==> src/rtl/alu_op_driver.sv <==
// alu_op_driver: initiator side of the core's ALU port group.
//
// Requests (operands, control code, tag) are accepted over a valid/ready handshake and
// loaded into registers that drive the ALU inputs directly. One cycle later the ALU's
// combinational result and zero flag are captured, together with the request tag, into
// a response FIFO. The FIFO head is returned over a second valid/ready handshake.
//
// Ports
//   CLK, RESET_N                   clock (rising edge), asynchronous active-low reset
//   req_valid/req_ready            request handshake
//   req_a, req_b, req_op, req_tag  request payload
//   A_alu, B_alu, control_alu      registered ALU inputs, changed only on an accepted request
//   result_alu, zero_alu           ALU outputs, sampled one cycle after issue
//   rsp_valid/rsp_ready            response handshake (FIFO head)
//   rsp_result, rsp_zero, rsp_tag  response payload, shown combinationally from the FIFO head
//   op_count                       count of captured operations, wraps modulo 2^16
module alu_op_driver #(
  parameter int unsigned TAG_W = 4,
  parameter int unsigned DEPTH = 4
) (
  input  logic             CLK,
  input  logic             RESET_N,

  input  logic             req_valid,
  output logic             req_ready,
  input  logic [31:0]      req_a,
  input  logic [31:0]      req_b,
  input  logic [4:0]       req_op,
  input  logic [TAG_W-1:0] req_tag,

  output logic [31:0]      A_alu,
  output logic [31:0]      B_alu,
  output logic [4:0]       control_alu,
  input  logic [31:0]      result_alu,
  input  logic             zero_alu,

  output logic             rsp_valid,
  input  logic             rsp_ready,
  output logic [31:0]      rsp_result,
  output logic             rsp_zero,
  output logic [TAG_W-1:0] rsp_tag,

  output logic [15:0]      op_count
);

  localparam int unsigned PtrW = $clog2(DEPTH);
  localparam int unsigned EntW = 32 + 1 + TAG_W;

  // Issue stage
  logic             s1_valid_q, s1_valid_d;
  logic [TAG_W-1:0] s1_tag_q;
  logic [31:0]      a_q, b_q;
  logic [4:0]       ctl_q;

  // Response FIFO; the extra pointer bit distinguishes full from empty
  logic [PtrW:0]    wr_ptr_q, wr_ptr_d;
  logic [PtrW:0]    rd_ptr_q, rd_ptr_d;
  logic [EntW-1:0]  mem_q [DEPTH];
  logic [EntW-1:0]  head;
  logic [EntW-1:0]  push_entry;

  logic [15:0]      op_count_q, op_count_d;

  logic full, empty;
  logic req_fire, rsp_fire, cap_fire;

  // Handshake and FIFO status
  always_comb begin
    empty    = (wr_ptr_q == rd_ptr_q);
    full     = (wr_ptr_q[PtrW] != rd_ptr_q[PtrW]) &&
               (wr_ptr_q[PtrW-1:0] == rd_ptr_q[PtrW-1:0]);
    rsp_fire = !empty && rsp_ready;
    // A pop in the same cycle frees the slot, so capture is allowed even when full.
    cap_fire = s1_valid_q && (!full || rsp_fire);
    req_fire = req_valid && (!s1_valid_q || cap_fire);
  end

  assign req_ready = !s1_valid_q || cap_fire;

  // Next-state for issue flag, pointers and counter
  always_comb begin
    s1_valid_d = s1_valid_q;
    wr_ptr_d   = wr_ptr_q;
    rd_ptr_d   = rd_ptr_q;
    op_count_d = op_count_q;

    if (req_fire) begin
      s1_valid_d = 1'b1;
    end else if (cap_fire) begin
      s1_valid_d = 1'b0;
    end

    if (cap_fire) begin
      wr_ptr_d   = wr_ptr_q + (PtrW + 1)'(1);
      op_count_d = op_count_q + 16'd1;
    end

    if (rsp_fire) begin
      rd_ptr_d = rd_ptr_q + (PtrW + 1)'(1);
    end
  end

  always_ff @(posedge CLK or negedge RESET_N) begin
    if (!RESET_N) begin
      s1_valid_q <= 1'b0;
      wr_ptr_q   <= '0;
      rd_ptr_q   <= '0;
      op_count_q <= '0;
    end else begin
      s1_valid_q <= s1_valid_d;
      wr_ptr_q   <= wr_ptr_d;
      rd_ptr_q   <= rd_ptr_d;
      op_count_q <= op_count_d;
    end
  end

  // ALU input registers only move on an accepted request, keeping the ALU quiet otherwise.
  always_ff @(posedge CLK or negedge RESET_N) begin
    if (!RESET_N) begin
      a_q      <= '0;
      b_q      <= '0;
      ctl_q    <= '0;
      s1_tag_q <= '0;
    end else if (req_fire) begin
      a_q      <= req_a;
      b_q      <= req_b;
      ctl_q    <= req_op;
      s1_tag_q <= req_tag;
    end
  end

  assign push_entry = {result_alu, zero_alu, s1_tag_q};

  // Storage needs no reset: entries are only visible between the pointers.
  always_ff @(posedge CLK) begin
    if (cap_fire) begin
      mem_q[wr_ptr_q[PtrW-1:0]] <= push_entry;
    end
  end

  assign head = mem_q[rd_ptr_q[PtrW-1:0]];

  assign A_alu       = a_q;
  assign B_alu       = b_q;
  assign control_alu = ctl_q;

  assign rsp_valid  = !empty;
  assign rsp_result = head[EntW-1 -: 32];
  assign rsp_zero   = head[TAG_W];
  assign rsp_tag    = head[TAG_W-1:0];

  assign op_count = op_count_q;

endmodule

==> config.mk <==
export PLATFORM = sky130hd
export DESIGN_NAME = alu_op_driver
export DESIGN_NICKNAME = d
export VERILOG_FILES = /design/src/rtl/alu_op_driver.sv
export SDC_FILE = /design/constraint.sdc
export NUM_CORES = 1
export LEC_CHECK = 0
export BUFFER_PORTS_ARGS = -buffer_cell sky130_fd_sc_hd__buf_2
export CAP_MARGIN = 20
export CORE_MARGIN = 8
export CORE_UTILIZATION = 50
export DETAILED_ROUTE_END_ITERATION = 16
export GPL_ROUTABILITY_DRIVEN = 0
export MAX_ROUTING_LAYER = met4
export PLACE_DENSITY = 0.87
export SLEW_MARGIN = 20
export SYNTH_ARGS = -nofsm -noshare
export SYNTH_HDL_FRONTEND = slang
export SYNTH_SLANG_ARGS = --single-unit
==> constraint.sdc <==
create_clock -name CLK -period 5.5 [get_ports CLK]
set_input_delay 1.1 -clock CLK [delete_from_list [all_inputs] [get_ports CLK]]
set_output_delay 1.1 -clock CLK [all_outputs]
set_load 0.01 [all_outputs]
==> results of run 1 <==
-- critical path, stage by stage, from the launching register on --
cell and delay [ns]:
dfrtp_2 0.97, xor2_1 0.33, or4_4 0.67, buf_2 0.17
-- placed cells by master, fill, tap and decap left out, drive strengths merged, types with 2 or more instances in the layout --
cell type / Yosys / routed
buf: 13 / 234
edfxtp: 148 / 148
dfrtp: 96 / 96
mux2: 74 / 74
mux4: 37 / 37
clkbuf: 4 / 33
xor2: 12 / 12
nand2: 11 / 11
xnor2: 10 / 10
nand3: 8 / 8
ha: 6 / 6
clkinv: 0 / 6
and2: 4 / 4
nor4: 4 / 4
nand4: 3 / 3
nor2: 3 / 3
nor3: 3 / 3
clkinvlp: 0 / 3
diode: 0 / 2
inv: 2 / 2
nand2b: 2 / 2
and3: 2 / 2
-- power groups by stage --
| stage | registers, mW | clock network [mW] | logic, mW |
|---|---|---|---|
| after floorplan | 2.62 | 0 | 0.967 |
| after global placement | 2.69 | 0 | 1.46 |
| after detailed placement | 2.73 | 0 | 1.52 |
| after CTS | 2.70 | 1.58 | 1.52 |
| after global routing | 2.75 | 1.65 | 1.62 |
| final | 2.69 | 1.54 | 1.49 |
-- cell families after synthesis --
family / share of synthesized area (%)
muxes: 18.15
xor gates and xnor gates: 2.099
DFF: 74.57
AOI/OAI and AO/OA: 0.2725
adders and majority gates: 0.8176
buffers and inverters: 1.404
and+or+nand+nor: 2.685
-- area by class of cell --
class | instances | share of cell area [%]
inverter | 2 | 0.06639
clock buffer | 33 | 5.986
tap | 229 | 2.534
timing repair buffer | 234 | 10.43
antenna | 2 | 0.04426
multi-input combinational | 185 | 19.72
sequential | 244 | 60.57
clock inverter | 10 | 0.6528
-- flip-flops by register name, summed over array words and instances (netlist names), 3 cells and up --
name,cells
mem_q,148
A_alu,32
B_alu,32
op_count,16
control_alu,5
s1_tag_q,4
rd_ptr_q,3
wr_ptr_q,3
-- metrics by stage --
stage          hold WS [ns]  utilization [%]
4_1_cts              0.4815            62.84
3_3_place_gp         0.4638            58.66
2_1_floorplan        0.4619                -
3_5_place_dp         0.4608            58.66
5_1_grt              0.4965            62.95
6_report             0.4765            62.95
-- final timing paths --
path                       cells past startpoint  slack [ns]                  endpoint                startpoint
max                                            3        1.76                 req_ready   rd_ptr_q[1]$_DFFE_PN0P_
min                                            1        0.48  op_count[15]$_DFFE_PN0P_  op_count[15]$_DFFE_PN0P_
max reg2reg                                    3        2.28    mem_q[3][19]$_DFFE_PP_   rd_ptr_q[1]$_DFFE_PN0P_
min reg2reg                                    1        0.48  op_count[15]$_DFFE_PN0P_  op_count[15]$_DFFE_PN0P_
max in group asynchronous                      1        4.22   rd_ptr_q[0]$_DFFE_PN0P_                   RESET_N
min in group asynchronous                      1        0.67     A_alu[23]$_DFFE_PN0P_                   RESET_N
-- metal layers --
metal | global-route usage (%) | vias up | part of all wire (%)
li1 | - | 2213 | -
met1 | 21.99 | 2481 | 41
met2 | 28.89 | 220 | 49
met3 | 4.514 | 25 | 8.0
met4 | 4.361 | 0 | 1.9
met5 | - | - | 0
==> flow_metrics.py, run 1 <==
metrics = {
    "outcome": {
        "status": "finished, final reports clean",
    },
    "power": {
        "power_density_nw_per_um2": 506.7,
        "swShare_pct": 29.59,
        "power_mw": 5.730,
        "p_clk_share_pct": 27.0,
        "switchingPower_mw": 1.696,
        "p_int_mw": 4.034,
        "leakage_nw": 4.588,
        "p_seq_share_pct": 47.0,
        "ir_drop_v": 0.0003540,
        "combPwrFrac_pct": 26.0,
    },
    "global_routing": {
        "track_usage_pct": 17.71,
        "grt_pass1_vias": 5712,
        "antenna_found_initial": 3,
        "grt_max_degree": 97,
        "grt_overflow": 0,
        "grt_pass1_wl_mm": 30.75,
    },
    "clock_network": {
        "cts.clk_slew.worst_paths_ns": 0.06,
        "clock_path_buffers": 3,
        "cts_setup_buffers": 0,
        "cts_buffers": 24,
        "h-tree-depth": 1,
        "worstSkewPairLatency_ns": 0.50,
        "cts_tree": "built",
        "postCtsHoldBufs": 0,
        "root_buffer": "clkbuf_16",
        "postCtsResizedCells": 0,
        "clock_sinks": 244,
    },
    "sta": {
        "tightest_slew_ns": 0.9968,
        "hold_viol": 0,
        "fin_crit_ns": 3.741,
        "fin_setup_tns_ns": 0,
        "rsz0062_at_grt": "no",
        "timing.final.ws_setup_ns": 1.759,
        "max_freq_ghz": 0.2673,
        "slew_headroom_pct": 33.54,
        "finClkSkew_ns": 0.009598,
        "fin_crit_sh_pct": 68.03,
        "timing.final.max_slew_violations": 0,
        "finalSetupViolCount": 0,
    },
    "synthesis": {
        "synth_top_area_share_pct": 48.41,
        "ys_ff_latch": 244,
        "synth_commonest_cells": "edfxtp_1, dfrtp_1, mux2_2, mux4_2, xor2_1",
        "avgSynthCellArea_um2": 20.49,
        "synth_edf_count": 148,
        "synthFlopType": "edfxtp_1",
        "synth_largest_area_cell": "edfxtp_1",
        "seq_area_frac_synth_pct": 74.57,
        "yosys_warnings": 0,
        "ys_types": 29,
        "synthesis.instances": 448,
        "ys_top_cells_by_area": "edfxtp_1, dfrtp_1, mux4_2, mux2_2, mux2_1",
        "syn-num-nets": 564,
        "syn-cell-area_um2": 9181,
        "async_reset_ff_share_pct": 39.34,
        "yosysMostFrequentCell": "edfxtp_1",
    },
    "placed_design": {
        "numPortBuffers": 233,
        "place_ws_ns": 2.197,
        "dp_hpwl_mm": 13.74,
        "place_area_um2": 10540,
        "place_inst": 894,
    },
    "die": {
        "core_um2": 17960,
        "dieArea_um2": 22960,
        "die_w_um": 151.5,
        "die_y_um": 151.5,
        "initial_core_util_pct": 51.11,
        "rows": 49,
        "num_io_pins": 234,
    },
    "routing": {
        "antenna_left": 0,
        "drc": 0,
        "post_drt_via_cell_ratio": 5.260,
        "routedWlPerCell_um": 21.08,
        "drtPass1Iterations": 4,
        "wl_mm": 19.80,
        "vias": 4939,
        "drt_iter0_markers": 209,
    },
    "worst_setup_path": {
        "cp.arrival_ns": 2.64,
        "path_class": "register to primary output",
        "critPathMaxFanout": 40,
        "endpoint_kind": "primary output",
        "cp_data_required_time_ns": 4.40,
        "start_kind": "register",
    },
    "layout": {
        "drive_above_1_share_pct": 53.39,
        "multiInputGateArea_um2": 2230,
        "syn_to_final_growth_pct": 23.17,
        "stdcell_count": 939,
        "stdcell_area_um2": 11310,
        "fin_nets": 807,
        "ff_latch_area_um2": 6849,
        "final.fill_count": 1242,
    },
    "hold_path": {
        "min_path_type": "register to register",
    },
    "job": {
        "maxCapViolations": 0,
    },
}
(Power assumes the default switching activity.)
==> inputs of run 2 (changes only) <==
==> constraint.sdc (replaced) <==
create_clock -name CLK -period 3.52 [get_ports CLK]
set_input_delay 0.704 -clock CLK [delete_from_list [all_inputs] [get_ports CLK]]
set_output_delay 0.704 -clock CLK [all_outputs]
set_load 0.01 [all_outputs]
==> run 2 against run 1 <==
Against the previous run: combinational power up 70%; total power up 55%; non-clock buffer count up 6; sequential power up 49%; count of clock-buffer cells in the layout up 1; core utilization up 0.090 points; critical path depth unchanged; setup slack worse by 1.3 ns; clock skew up 0.0050 ns; sequential share of layout area down 0.087 points; critical path type unchanged; critical endpoint is now rsp_tag[3]; largest power group unchanged.
==> flow_metrics.py, run 2 (same netlist as run 1, synthesis figures left out) <==
metrics = {
    "outcome": {
        "status": "finished, final reports clean",
    },
    "layout": {
        "final.fill_count": 1220,
        "stdcell_count": 944,
        "largest_reg_flops": 148,
        "mostFrequentLayoutCell": "buf_2",
        "drive_above_1_share_pct": 53.78,
        "fin_nets": 813,
        "stdcell_area_um2": 11320,
        "final_cell_mix": "buf_2, edfxtp_1, dfrtp_1",
        "syn_to_final_growth_pct": 23.34,
    },
    "power": {
        "power_mw": 8.889,
        "p_int_mw": 6.224,
        "ir_drop_v": 0.0005847,
        "leakage_nw": 4.607,
        "swShare_pct": 29.98,
        "p_clk_share_pct": 26.2,
        "p_seq_share_pct": 45.3,
        "combPwrFrac_pct": 28.6,
        "power_density_nw_per_um2": 784.9,
        "switchingPower_mw": 2.665,
    },
    "worst_setup_path": {
        "path_delay_family": "buffers and inverters",
        "worstPathCellList": "buf_4, mux4_2, buf_2",
        "critPathMaxStageDelay_ns": 0.63,
        "critical_path_buf_inv_count": 2,
        "endpoint_kind": "primary output",
        "critPathMaxFanout": 39,
        "crit_slowest_cell": "mux4_2",
        "cp_data_required_time_ns": 2.82,
        "start_kind": "register",
        "cp.arrival_ns": 2.32,
        "path_class": "register to primary output",
    },
    "die": {
        "initial_core_util_pct": 51.11,
        "num_io_pins": 234,
        "die_y_um": 151.5,
        "core_um2": 17960,
        "rows": 49,
        "dieArea_um2": 22960,
        "die_w_um": 151.5,
    },
    "routing": {
        "routedWlPerCell_um": 21.23,
        "drt_iter0_markers": 206,
        "wl_mm": 20.04,
        "drtPass1Iterations": 4,
        "drc": 0,
        "vias": 5031,
        "post_drt_via_cell_ratio": 5.329,
        "antenna_left": 0,
    },
    "clock_network": {
        "root_buffer": "clkbuf_16",
        "h-tree-depth": 1,
        "cts_buffers": 24,
        "clock_sinks": 244,
        "worstSkewPairLatency_ns": 0.51,
        "postCtsHoldBufs": 0,
        "cts.clk_slew.worst_paths_ns": 0.06,
        "cts_setup_buffers": 0,
        "postCtsResizedCells": 0,
        "cts_tree": "built",
        "clock_path_buffers": 3,
    },
    "sta": {
        "slew_headroom_pct": 34.44,
        "rsz0062_at_grt": "no",
        "timing.final.max_slew_violations": 0,
        "max_freq_ghz": 0.3302,
        "finalSetupViolCount": 0,
        "fin_crit_sh_pct": 86.03,
        "fin_crit_ns": 3.028,
        "fin_setup_tns_ns": 0,
        "hold_viol": 0,
        "finClkSkew_ns": 0.01456,
        "tightest_slew_ns": 0.9834,
    },
    "placed_design": {
        "dp_hpwl_mm": 13.94,
        "numPortBuffers": 233,
        "place_area_um2": 10580,
        "place_inst": 900,
    },
    "global_routing": {
        "track_usage_pct": 18.02,
        "grt_max_degree": 74,
        "antenna_found_initial": 1,
        "grt_pass1_vias": 5769,
        "grt_pass1_wl_mm": 31.16,
        "grt_overflow": 0,
    },
    "job": {
        "maxCapViolations": 0,
    },
    "hold_path": {
        "min_path_type": "input port to asynchronous set/reset pin",
    },
}
run 2: metrics by stage:
step                hold WS (ns)  setup slack [ns]  util, %
floorplan                 0.4084             1.006        -
global placement          0.4618            0.9771    58.91
detailed placement        0.4628            0.8953    58.91
CTS                       0.1630            0.4281    62.97
global route              0.1896            0.3253    63.03
finish                    0.1687            0.4918    63.04
run 2: layout make-up:
cell class                      count  area (um2)  share of cell area (%)
Timing Repair Buffer              240        1221                   10.78
Clock buffer                       34       668.1                   5.900
Antenna cell                        1       2.502                 0.02210
Sequential cell                   244        6849                   60.48
Tap cell                          229       286.5                   2.530
Inverter                            2       7.507                 0.06629
Clock inverter                      9       60.06                  0.5303
Multi-Input combinational cell    185        2230                   19.69
run 2: power groups by stage:
| stage | Clock [mW] | Sequential (mW) | Combinational (mW) |
|---|---|---|---|
| floorplan | 0 | 4.10 | 1.51 |
| global placement | 0 | 4.01 | 2.51 |
| detailed placement | 0 | 4.07 | 2.59 |
| CTS | 2.38 | 4.03 | 2.60 |
| global route | 2.50 | 4.08 | 2.76 |
| finish | 2.33 | 4.02 | 2.54 |
run 2: layer usage:
metal,routed length (um),vias up,global-route usage [%],share of wire (%)
met1,7800,2536,21.77,39
met2,10020,243,29.80,50
met5,0,-,-,0
met3,1932,26,4.901,9.6
met4,286,0,4.410,1.4
li1,-,2226,-,-
run 2: path summary, 6_finish.rpt:
check                                         start                       end  slack (ns)  cells past startpoint
max                         rd_ptr_q[0]$_DFFE_PN0P_                rsp_tag[3]        0.49                      3
min                                         RESET_N      B_alu[6]$_DFFE_PN0P_        0.17                      1
min reg2reg                op_count[15]$_DFFE_PN0P_  op_count[15]$_DFFE_PN0P_        0.47                      1
max reg2reg                 wr_ptr_q[2]$_DFFE_PN0P_     mem_q[3][0]$_DFFE_PP_        0.82                      3
min in group CLK                          req_a[13]     A_alu[13]$_DFFE_PN0P_        0.41                      2
max in group asynchronous                   RESET_N     B_alu[18]$_DFFE_PN0P_        2.54                      2
